**config.mk**
```make
export PLATFORM = sky130hd
export DESIGN_NAME = decoder_scan
export DESIGN_NICKNAME = d
export VERILOG_FILES = /design/src/rtl/decoder_scan.sv
export SDC_FILE = /design/constraint.sdc
export NUM_CORES = 1
export LEC_CHECK = 0
export CAP_MARGIN = 20
export CORE_AREA = 2 2 47 49
export DETAILED_ROUTE_END_ITERATION = 7
export DIE_AREA = 0 0 49 51
export PLACE_DENSITY = 0.81
export SETUP_SLACK_MARGIN = 0.4
export SLEW_MARGIN = 20
export SYNTH_ARGS = -nofsm -noshare
export SYNTH_HDL_FRONTEND = slang
export SYNTH_SLANG_ARGS = --single-unit
```
**constraint.sdc**
```tcl
create_clock -name clk -period 3.5 [get_ports clk]
set_clock_uncertainty 0.15 [all_clocks]
set_input_delay 0.525 -clock clk [delete_from_list [all_inputs] [get_ports clk]]
set_output_delay 0.525 -clock clk [all_outputs]
set_load 0.005 [all_outputs]
```
**src/rtl/decoder_scan.sv**
```systemverilog
// One-hot output decoder with four behaviours: direct select, continuous scan,
// single sweep and idle. All outputs come straight from registers.
module decoder_scan #(
    parameter int N     = 3,
    parameter int DWELL = 4
) (
    input  logic             clk,
    input  logic             rst,
    input  logic             en,
    input  logic [1:0]       mode,
    input  logic [N-1:0]     w,
    input  logic             load,
    output logic [0:2**N-1]  y,
    output logic [N-1:0]     idx,
    output logic             busy,
    output logic             done
);

    localparam int NOUT = 2**N;
    localparam int CW   = (DWELL > 1) ? $clog2(DWELL) : 1;
    localparam logic [CW-1:0] DWELL_LAST = CW'(DWELL - 1);
    localparam logic [N-1:0]  IDX_LAST   = '1;

    localparam logic [1:0] MODE_DIRECT = 2'b00;
    localparam logic [1:0] MODE_SCAN   = 2'b01;
    localparam logic [1:0] MODE_SWEEP  = 2'b10;

    typedef enum logic [1:0] {
        IDLE,
        DIRECT,
        SCAN,
        SWEEP
    } state_t;

    state_t            state_reg, state_next;
    logic [N-1:0]      idx_reg, idx_next;
    logic [CW-1:0]     dwell_reg, dwell_next;
    logic              busy_reg, busy_next;
    logic              done_reg, done_next;
    logic [0:NOUT-1]   y_reg, y_next;
    logic              dwell_wrap;
    logic              active_next;

    assign dwell_wrap = (dwell_reg == DWELL_LAST);

    always_comb begin
        state_next = state_reg;
        idx_next   = idx_reg;
        dwell_next = dwell_reg;
        busy_next  = busy_reg;
        done_next  = 1'b0;

        // With en low everything holds; only y and done drop to zero.
        if (en) begin
            case (state_reg)
                IDLE: begin
                    if (mode == MODE_DIRECT && load) begin
                        idx_next   = w;
                        state_next = DIRECT;
                    end else if (mode == MODE_SCAN) begin
                        idx_next   = '0;
                        dwell_next = '0;
                        state_next = SCAN;
                    end else if (mode == MODE_SWEEP && load) begin
                        idx_next   = '0;
                        dwell_next = '0;
                        busy_next  = 1'b1;
                        state_next = SWEEP;
                    end
                end

                DIRECT: begin
                    if (mode != MODE_DIRECT) begin
                        state_next = IDLE;
                    end else if (load) begin
                        idx_next = w;
                    end
                end

                SCAN: begin
                    if (mode != MODE_SCAN) begin
                        state_next = IDLE;
                    end else if (dwell_wrap) begin
                        dwell_next = '0;
                        idx_next   = idx_reg + N'(1);
                    end else begin
                        dwell_next = dwell_reg + CW'(1);
                    end
                end

                SWEEP: begin
                    // load and mode are deliberately ignored until the sweep ends.
                    if (dwell_wrap && idx_reg == IDX_LAST) begin
                        dwell_next = '0;
                        busy_next  = 1'b0;
                        done_next  = 1'b1;
                        state_next = IDLE;
                    end else if (dwell_wrap) begin
                        dwell_next = '0;
                        idx_next   = idx_reg + N'(1);
                    end else begin
                        dwell_next = dwell_reg + CW'(1);
                    end
                end

                default: state_next = IDLE;
            endcase
        end
    end

    assign active_next = en && (state_next != IDLE);

    generate
        for (genvar gi = 0; gi < NOUT; gi++) begin : g_onehot
            assign y_next[gi] = active_next && (idx_next == N'(gi));
        end
    endgenerate

    always_ff @(posedge clk) begin
        if (rst) begin
            state_reg <= IDLE;
            idx_reg   <= '0;
            dwell_reg <= '0;
            busy_reg  <= 1'b0;
            done_reg  <= 1'b0;
            y_reg     <= '0;
        end else begin
            state_reg <= state_next;
            idx_reg   <= idx_next;
            dwell_reg <= dwell_next;
            busy_reg  <= busy_next;
            done_reg  <= done_next;
            y_reg     <= y_next;
        end
    end

    assign y    = y_reg;
    assign idx  = idx_reg;
    assign busy = busy_reg;
    assign done = done_reg;

endmodule

```
==> Yosys cells after proc, flatten, opt, wreduce, memory -nomap -nowiden <==
Index checks and enable logic that the tools add are counted.
{ "word_totals": {"inputBits": 9, "regBits": 17, "output_inout_bits": 13, "word_cells": 84} }
{ "op_classes": {"addsub": 2, "bitwise_logic": 2, "muxes": 31, "n_eq_ne": 21, "reduce_logical": 22} }
{ "ops": {"columns": ["operator", "n"], "rows": [
  ["$mux W3", 9],
  ["$mux W2", 13],
  ["$eq A3 B3 Y1 const B", 5],
  ["$logic_and A1 B1 Y1", 12],
  ["$pmux W3 S4", 1],
  ["$ne A2 B2 Y1 const B", 5],
  ["$eq A2 B2 Y1 const B", 4],
  ["$pmux W2 S4", 1],
  ["$eq A3 B2 Y1 const B", 2],
  ["$pmux W2 S3", 1],
  ["$reduce_and A6 Y1", 1],
  ["$reduce_bool A2 Y1", 3],
  ["$mux W1", 5],
  ["$reduce_and A5 Y1", 1],
  ["$eq A2 B1 Y1 const B", 2],
  ["$logic_not A2 Y1", 2],
  ["$add A3 B1 Y3 const B", 1],
  ["$eq A3 B1 Y1 const B", 1],
  ["$logic_not A3 Y1", 1],
  ["$ne A3 B3 Y1 const B", 1],
  ["$reduce_bool A3 Y1", 1],
  ["$reduce_or A3 Y1", 1],
  ["$add A2 B1 Y2 const B", 1],
  ["$ne A2 B1 Y1 const B", 1],
  ["2 further kinds", 3]
]} }

==> Logic depth before layout (Yosys ltp) <==
Gate-level depths: netlist (run 1).
{ "logic_depth": {"ltp_word": 10, "depth_mapped": 7, "mapped_depth_nobuf": 7} }

==> Worst setup path before layout (run 1) <==
Ideal clock, no wire load.
{ "synth_timing": {"path_type": "register -> register", "from": "register idx_reg[0], in the netlist idx[0]", "to": "register y_reg, in the netlist y[2]", "path_slack_ns": 1.463, "setup_ns": 0.115, "period_less_slack_ns": 2.037, "t_arrival_ns": 1.771, "path_stages_with_launch": 8, "cell_sequence": "dfxtp_1 ha_1 ha_1 a21bo_2 a22oi_1 o211ai_1 a221o_1 and3_1"} }
{ "synth_via": {"elab_chain_cells": 8, "word_cells_on_any_way": 20} }
{ "synth_lines": {"columns": ["element", "line_no", "source"], "rows": [
  ["start: declaration", "36", "logic [N-1:0] idx_reg, idx_next;"],
  ["start signal: assignment", "129", "idx_reg <= idx_next;"],
  ["parallel branches: the longest is 7 deep, another holds $add A3 B1 Y3", null, null],
  ["$logic_and A1 B1 Y1 *", "115", "assign y_next[gi] = active_next && (idx_next == N'(gi));"],
  ["end signal: assignment", "133", "y_reg <= y_next;"],
  ["end: declaration", "40", "logic [0:NOUT-1] y_reg, y_next;"]
]} }
Every way passes the cells marked *.
A chain may end at the register's enable or synchronous reset.

==> Worst setup path after layout (run 1) <==
{ "layout_timing": {"from": "input port mode[0]", "to": "register y_reg, in the netlist y[3]"} }
{ "layout_via": {"elab_chain_cells": 10, "word_cells_on_any_way": 25} }
{ "layout_lines": {"columns": ["element", "line_no", "source"], "rows": [
  ["start: declaration", "10", "input logic [1:0] mode,"],
  ["$eq A2 B2 Y1", "64", "end else if (mode == MODE_SWEEP && load) begin"],
  ["$logic_and A1 B1 Y1", "64", null],
  ["$mux W2", "64", null],
  ["$mux W2", "60", "end else if (mode == MODE_SCAN) begin"],
  ["$mux W2", "57", "if (mode == MODE_DIRECT && load) begin"],
  ["$pmux W2 S4", "55", "case (state_reg)"],
  ["$mux W2", "54", "if (en) begin"],
  ["$reduce_bool A2 Y1", "111", "assign active_next = en && (state_next != IDLE);"],
  ["$logic_and A1 B1 Y1", "111", null],
  ["$logic_and A1 B1 Y1 *", "115", null]
]} }
Mark *: on every way between the ends. The rest lies on a longest branch, timed or not.

==> flow_metrics.py, run 1 <==
metrics = {
    "timing": {
        "worst-slew-pin-transition_ns": 0.509,
        "hold_ws_ns": 0.340,
        "fmax_mhz": 416,
        "setup_violations": 0,
        "final.min_clock_period_ns": 2.40,
        "final_min_period_over_clock_period": 0.687,
        "maxSlewHeadroom": 0.660,
        "hold_violations": 0,
        "slew_viols_final": 0,
        "fin_setup_tns_ns": 0,
        "rsz0062_at_grt": "no",
    },
    "synth": {
        "synth_async_sr_flop_share": 0,
        "ys_types": 42,
        "ys_ff_latch": 17,
        "ys_seq_area_frac": 0.334,
        "synth_top_cells_by_area": "dfxtp_1, ha_1, a21oi_1",
        "avgSynthCellArea_um2": 8.70,
        "syn_nets": 134,
        "synthCells": 117,
        "ys.flop_type": "dfxtp_1",
        "ys.warnings.count": 0,
        "number_of_enable_flip_flop_cells_after_synthesis": 0,
        "cell_area_after_synthesis_mm2": 0.00102,
        "synth_largest_type_area_fraction": 0.334,
        "synth_top_cell_by_area": "dfxtp_1",
    },
    "detailed_routing": {
        "vias": 980,
        "final_wirelength_um": 2390,
        "drc_errors": 0,
        "detailedRoute.firstPassIterationCount": 4,
        "detail_route.vias_per_cell": 5.87,
        "ant_nets": 0,
        "drt_iter0_markers": 39,
        "routedWlPerCell_um": 14.3,
    },
    "layout": {
        "fillers": 195,
        "area.growth.synth_to_final_pct": 25.7,
        "stdcell_area_mm2": 0.00128,
        "drive_above_1_share": 0.0719,
        "fin_nets": 157,
        "final_core_utilization": 0.620,
        "commonest_non_fill_non_tap_cells_in_the_layout": "clkdlybuf4s50_1, dfxtp_1, nor2_1",
        "final_common_cell": "clkdlybuf4s50_1",
        "largest_register_ff_count": 8,
        "number_of_diodes_added_for_antenna_fixing": 0,
    },
    "worst_setup_path": {
        "crit_path_end_kind": "flip-flop",
        "critical_path.max_fanout": 9,
        "worst-endpoint-required_ns": 3.51,
        "timing.setup.critical_path_class": "in -> reg",
        "crit_arrival_ns": 2.41,
        "worst_setup_path_start_kind": "input port",
    },
    "die": {
        "effective_utilization_at_floorplan": 0.494,
        "floorplan.die.width_um": 49,
        "io_pins": 22,
        "fp.dieArea_mm2": 0.00250,
        "core_region_area_mm2": 0.00206,
        "die_y_um": 51,
        "site_row_count": 17,
    },
    "pwr": {
        "power.density_cell_area_mw_per_mm2": 304,
        "finalPower_uw": 390,
        "static_leakage_uw": 0.000524,
        "vdd.ir_drop.worst_mv": 0.263,
    },
    "min_path": {
        "min-delay-path-class": "reg -> reg",
    },
    "cts": {
        "cts_sinks": 17,
        "clk_transition_reported_paths_ns": 0.11,
        "cts_buffers": 3,
        "postCtsResizedCells": 0,
        "clkLatencyLatePin_ns": 0.30,
        "ctsRootBufferMaster": "clkbuf_4",
        "cts_htree_levels": 1,
        "holdBufCountCts": 0,
        "postCtsSetupBuffers": 0,
        "cts_tree": "built",
        "clock_tree.buffer_depth": 2,
    },
    "flow_run": {
        "drv.max_cap_violation_count": 0,
    },
    "global_route": {
        "grt_max_degree": 15,
        "grt_first_pass_wirelength_um": 4110,
        "overall_routing_resource_usage": 0.208,
        "gr-total-overflow": 0,
        "antenna_violations_before_repair": 0,
        "grt_pass1_vias": 885,
    },
    "placement": {
        "input_output_buffers": 21,
        "gpl.final_weighted_congestion": 0.837,
        "detailed_place.area_mm2": 0.00125,
        "dpl.hpwl_um": 1750,
    },
    "outcome": {
        "outcome": "completed",
    },
}
## cells in the mapped netlist (2+ instances only)
cell       n
clkbuf_1   3
o211ai_1   2
dfxtp_1   17
inv_1      6
ha_1       8
a221oi_2   2
a22oi_1    2
and3_1     4
nand2b_1   3
a21oi_1    8
nor2_1    10
nor2b_1    5
nor3b_1    3
nor3_1     5
o21ai_0    3
nand2_1    8
nand3b_1   2
a21o_1     2
## worst max-delay path, cell delays in order
cell	delay (ns)
clkdlybuf4s50_1	0.54
nand3b_1	0.33
a31oi_1	0.29
a21oi_1	0.15
o31ai_1	0.49
nor3_1	0.10
## area by class of cell
| class | instances | area (µm²) | area share |
|---|---|---|---|
| Timing Repair Buffer | 21 | 210 | 0.164 |
| Inverter | 6 | 22.5 | 0.0176 |
| Clock inverter | 1 | 5.00 | 0.00391 |
| Sequential cell | 17 | 340 | 0.266 |
| Multi-Input combinational cell | 91 | 644 | 0.503 |
| Clock buffer | 3 | 22.5 | 0.0176 |
| Tap cell | 28 | 35.0 | 0.0274 |
## through the flow
stage / worst slack, ns / cells
detailed placement: 0.819 / 163
global route: 0.885 / 167
CTS: 1.12 / 167
global placement: 0.859 / 163
finish: 1.10 / 167
floorplan: 1.46 / 117
## cells by family after synthesis
group,count (synthesis),synth area share
AND/OR/NAND/NOR,49,0.275
AO/OA/AOI/OAI,34,0.259
buffers and inverters,9,0.0332
adder cells (fa/ha/maj),8,0.0983
flip-flops,17,0.334
## path summary, 6_finish.rpt
path	startpoint	endpoint	slack [ns]	depth (start not counted)
worst max-delay path	mode[0]	y[3]	1.10	6
worst min-delay path	dwell_reg[1]	dwell_reg[1]	0.34	2
worst max register to register	idx[0]	y[6]	1.13	7
worst min register to register	dwell_reg[1]	dwell_reg[1]	0.34	2
## report_power, final
part,internal [µW],total (µW),switching (µW),leakage (µW)
clock network,42.5,107,64.4,0.0000177
registers,199,203,4.47,0.000138
logic,36.4,79.7,43.3,0.000369
## per-layer routing
layer / wire, µm / global-route usage / vias to the layer above
li1: - / - / 479
met5: 0 / 0 / -
met1: 1010 / 0.267 / 456
met3: 155 / 0.0351 / 2
met2: 1220 / 0.363 / 43
met4: 10 / 0.0524 / 0
(Power assumes the default switching activity.)
==> run 2: changes to the inputs <==
CORE_AREA = 2 2 49 51   (was 2 2 47 49)
DIE_AREA = 0 0 51 53   (was 0 0 49 51)
PLACE_DENSITY = 0.75   (was 0.81)
clock period = 2.3 ns   (was 3.5 ns; I/O delays follow)
==> flow_metrics.py, run 2 (synthesized netlist as in run 1, its figures left out) <==
metrics = {
    "worst_setup_path": {
        "critical_path.max_fanout": 5,
        "worst_setup_path_start_kind": "flip-flop",
        "worst-endpoint-required_ns": 2.41,
        "timing.setup.critical_path_class": "reg -> reg",
        "reg2reg_depth": 8,
        "crit_path_end_kind": "flip-flop",
        "crit_arrival_ns": 2.19,
    },
    "layout": {
        "fin_nets": 177,
        "fillers": 151,
        "area.growth.synth_to_final_pct": 55.0,
        "largest_register_ff_count": 8,
        "commonest_non_fill_non_tap_cells_in_the_layout": "buf_4, clkdlybuf4s50_1, dfxtp_1",
        "final_core_utilization": 0.735,
        "multi_input_gate_area_in_the_final_layout_um2": 779,
        "register_area_um2": 352,
        "final_common_cell": "buf_4",
        "drive_above_1_share": 0.321,
        "number_of_diodes_added_for_antenna_fixing": 0,
    },
    "timing": {
        "rsz0062_at_grt": "yes",
        "hold_ws_ns": 0.345,
        "final_min_period_over_clock_period": 0.906,
        "maxSlewHeadroom": 0.712,
        "slew_viols_final": 0,
        "setup_violations": 0,
        "hold_violations": 0,
        "fmax_mhz": 480,
        "final.min_clock_period_ns": 2.08,
        "fin_setup_tns_ns": 0,
        "worst-slew-pin-transition_ns": 0.430,
    },
    "detailed_routing": {
        "detailedRoute.firstPassIterationCount": 4,
        "drc_errors": 0,
        "drt_iter0_markers": 46,
        "vias": 1120,
        "detail_route.vias_per_cell": 5.99,
        "routedWlPerCell_um": 17.0,
        "final_wirelength_um": 3180,
        "ant_nets": 0,
    },
    "flow_run": {
        "drv.max_cap_violation_count": 0,
    },
    "global_route": {
        "antenna_violations_before_repair": 0,
        "grt_first_pass_wirelength_um": 4790,
        "overall_routing_resource_usage": 0.242,
        "grt_pass1_vias": 1070,
        "grt_max_degree": 11,
        "gr-total-overflow": 0,
    },
    "placement": {
        "input_output_buffers": 21,
        "dpl.hpwl_um": 2080,
        "gpl.final_weighted_congestion": 0.918,
    },
    "pwr": {
        "static_leakage_uw": 0.000633,
        "comb_power_share": 0.266,
        "clkPwrFrac": 0.266,
        "internal_pwr_total_uw": 453,
        "switching_share": 0.314,
        "vdd.ir_drop.worst_mv": 0.400,
        "switchingPower_uw": 207,
        "seqPwrFrac": 0.468,
        "power.density_cell_area_mw_per_mm2": 418,
    },
    "cts": {
        "ctsRootBufferMaster": "clkbuf_4",
        "clkLatencyLatePin_ns": 0.31,
        "holdBufCountCts": 0,
        "cts_tree": "built",
        "clock_tree.buffer_depth": 2,
        "cts_sinks": 17,
        "clk_transition_reported_paths_ns": 0.11,
        "cts_buffers": 3,
        "cts_htree_levels": 1,
    },
    "die": {
        "core_region_area_mm2": 0.00215,
        "fp.dieArea_mm2": 0.00270,
        "io_pins": 22,
        "site_row_count": 17,
        "floorplan.die.width_um": 51,
        "effective_utilization_at_floorplan": 0.474,
        "die_y_um": 53,
    },
    "min_path": {
        "min-delay-path-class": "reg -> reg",
        "min_path_cells": 2,
    },
    "outcome": {
        "outcome": "completed",
    },
}
-- run 2: cell types whose count changed in the layout (fill, tap and decap cells not counted), sizes merged --
cell	previous run	this run
buf	0	20
clkdlybuf4s50	21	17
dlygate4sd2	0	2
dlymetal6s2s	0	2
-- run 2: per-layer routing --
metal / track usage / wire length (µm)
met5: 0 / 0
met4: 0.153 / 104
met1: 0.283 / 1320
met2: 0.405 / 1480
met3: 0.0480 / 268
-- run 2: timing repair --
action,in CTS,in global routing
pin swaps,10,7
resized for setup,13,12
buffers inserted,6,1
setup endpoints to repair,12,13
-- run 2: final cells by class --
| type | count | area share |
|---|---|---|
| Timing Repair Buffer | 41 | 0.230 |
| Clock inverter | 1 | 0.00317 |
| Inverter | 6 | 0.0143 |
| Clock buffer | 3 | 0.0143 |
| Multi-Input combinational cell | 91 | 0.494 |
| Sequential cell | 17 | 0.223 |
| Tap cell | 28 | 0.0222 |
-- run 2: critical path: stages, from the launching register on --
cell and delay (ns):
dfxtp_4 0.37, ha_4 0.16, ha_4 0.16, a21bo_2 0.19, a22oi_2 0.19, o211ai_1 0.15, buf_4 0.17, a221oi_4 0.29
and3_1 0.20
-- run 2: worst paths after layout --
kind | startpoint | to | slack, ns
max | idx[0] | y[0] | 0.22
min reg2reg | dwell_reg[1] | dwell_reg[1] | 0.35
min | dwell_reg[1] | dwell_reg[1] | 0.35
max reg2reg | idx[0] | y[0] | 0.22
-- run 2: power groups by stage --
stage / combinational, µW / clock, µW / sequential (µW)
after floorplan: 77.7 / 0 / 316
final: 175 / 175 / 309
after detailed placement: 141 / 0 / 317
after global placement: 139 / 0 / 316
after global routing: 189 / 188 / 310
after CTS: 153 / 176 / 309
-- run 2: per-stage QoR --
stage	area, µm²	setup slack [ns]	total power (µW)	std cells
finish	1580	0.216	660	187
detailed placement	1390	-0.102	458	176
floorplan	1060	0.360	394	117
CTS	1510	0.264	638	186
global route	1580	0.127	687	187
global placement	1390	-0.0206	455	176
==> edit: new RTL, settings of run 1 <==
Make the reset (`rst`) asynchronous in one clocked block.
--- a/src/rtl/decoder_scan.sv
+++ b/src/rtl/decoder_scan.sv
@@ -118,3 +118,3 @@
 
-    always_ff @(posedge clk) begin
+    always_ff @(posedge clk or posedge rst) begin
         if (rst) begin
Function: differs if rst is asserted again (counterexample within 4 cycles, from zero or initial values and one cycle with rst high); with rst held inactive, the same outputs for 10 cycles.
==> edit against run 1 <==
Wire length is 8.7% higher. Design area is 16% higher. Maximum frequency is 9.8% lower. Synthesized area is 23% higher. Worst setup slack worse by 0.26 ns. Sequential cell count stayed put. Highest routed layer unchanged.
Power is not compared: it rests on default switching activity, and its combinational part moved more than twofold at a synthesized area within 25%.
==> edit: results (changes against run 1) <==
| Metric | Value |
|---|---|
| Synthesized-area fraction occupied by ao, oa, aoi and oai cells | 0.211 (was 0.259) |
| Fill cells | 163 (was 195) |
| Biggest area contributors in the synthesized netlist | sky130_fd_sc_hd__dfrtp_1 34%, sky130_fd_sc_hd__ha_1 8.0%, sky130_fd_sc_hd__nor4b_4 5.7%, sky130_fd_sc_hd__buf_6 3.6%, sky130_fd_sc_hd__nand3b_4 3.2% (was sky130_fd_sc_hd__dfxtp_1 33%, sky130_fd_sc_hd__ha_1 9.8%, sky130_fd_sc_hd__a21oi_1 3.9%, sky130_fd_sc_hd__nor2_1 3.7%, sky130_fd_sc_hd__nor2b_1 3.1%) |
| List of most frequent post-synthesis cells | 17 x sky130_fd_sc_hd__dfrtp_1, 9 x sky130_fd_sc_hd__nor2_1, 8 x sky130_fd_sc_hd__ha_1, 8 x sky130_fd_sc_hd__inv_1, 8 x sky130_fd_sc_hd__nand2_1 (was 17 x sky130_fd_sc_hd__dfxtp_1, 10 x sky130_fd_sc_hd__nor2_1, 8 x sky130_fd_sc_hd__a21oi_1, 8 x sky130_fd_sc_hd__ha_1, 8 x sky130_fd_sc_hd__nand2_1) |
| Met2 Resource Use GR | 0.381 (was 0.363) |
| Sum of routed wire segments on met1 | 1250 µm (was 1010 µm) |
| CP max FO | 12 (was 9) |
| Number of global-route vias before repair | 915 (was 885) |
| Crit path arrival time | 2.73 ns (was 2.41 ns) |
| Adder and majority gate portion of the synthesized area | 0.0798 (was 0.0983) |
| Overall global routing resource usage | 0.243 (was 0.208) |
| Placed cell count | 160 (was 163) |
| Run status | finished clean (unchanged) |
| Drt initial violations | 15 (was 39) |
| Post-placement setup slack | 0.507 ns (was 0.819 ns) |
| Fraction of layout instances using a drive strength above 1 | 0.147 (was 0.0719) |
| Async set or reset register ratio after synthesis | 1.00 (was 0) |
| Largest net degree at the start of global routing | 18 (was 15) |
| Proportion of synthesized chip area in sequential cells | 0.339 (was 0.334) |
| Met2 routed WL | 1220 µm (about the same) |
| Post-layout net count | 154 (was 157) |
| Worst-margin pin slew | 0.652 ns (was 0.509 ns) |
| Total number of vias | 955 (was 980) |
| Portion of netlist area occupied by mux cells | 0.0279 (was 0) |
| Average via count per standard cell | 5.82 (was 5.87) |
edit: path summary, 6_finish.rpt:
kind                                end  slack, ns         start
max                                y[4]       0.84       mode[0]
min                        dwell_reg[1]       0.40  dwell_reg[1]
max reg2reg                        y[4]       0.89  state_reg[0]
min reg2reg                dwell_reg[1]       0.40  dwell_reg[1]
max in group asynchronous  state_reg[0]       2.34           rst
min in group asynchronous          y[4]       0.45           rst
edit: worst min-delay path: stages (launching register included):
cell and delay [ns]:
sky130_fd_sc_hd__dfrtp_1 0.39, sky130_fd_sc_hd__nand2_1 0.05, sky130_fd_sc_hd__o21ai_0 0.07
edit: cell type report:
type / count / area, µm² / share of cell area
Clock buffer: 3 / 22.5 / 0.0152
Clock inverter: 1 / 5.00 / 0.00338
Inverter: 8 / 30.0 / 0.0203
Multi-Input combinational cell: 85 / 744 / 0.503
Sequential cell: 17 / 425 / 0.287
Tap cell: 28 / 35.0 / 0.0237
Timing Repair Buffer: 22 / 218 / 0.147
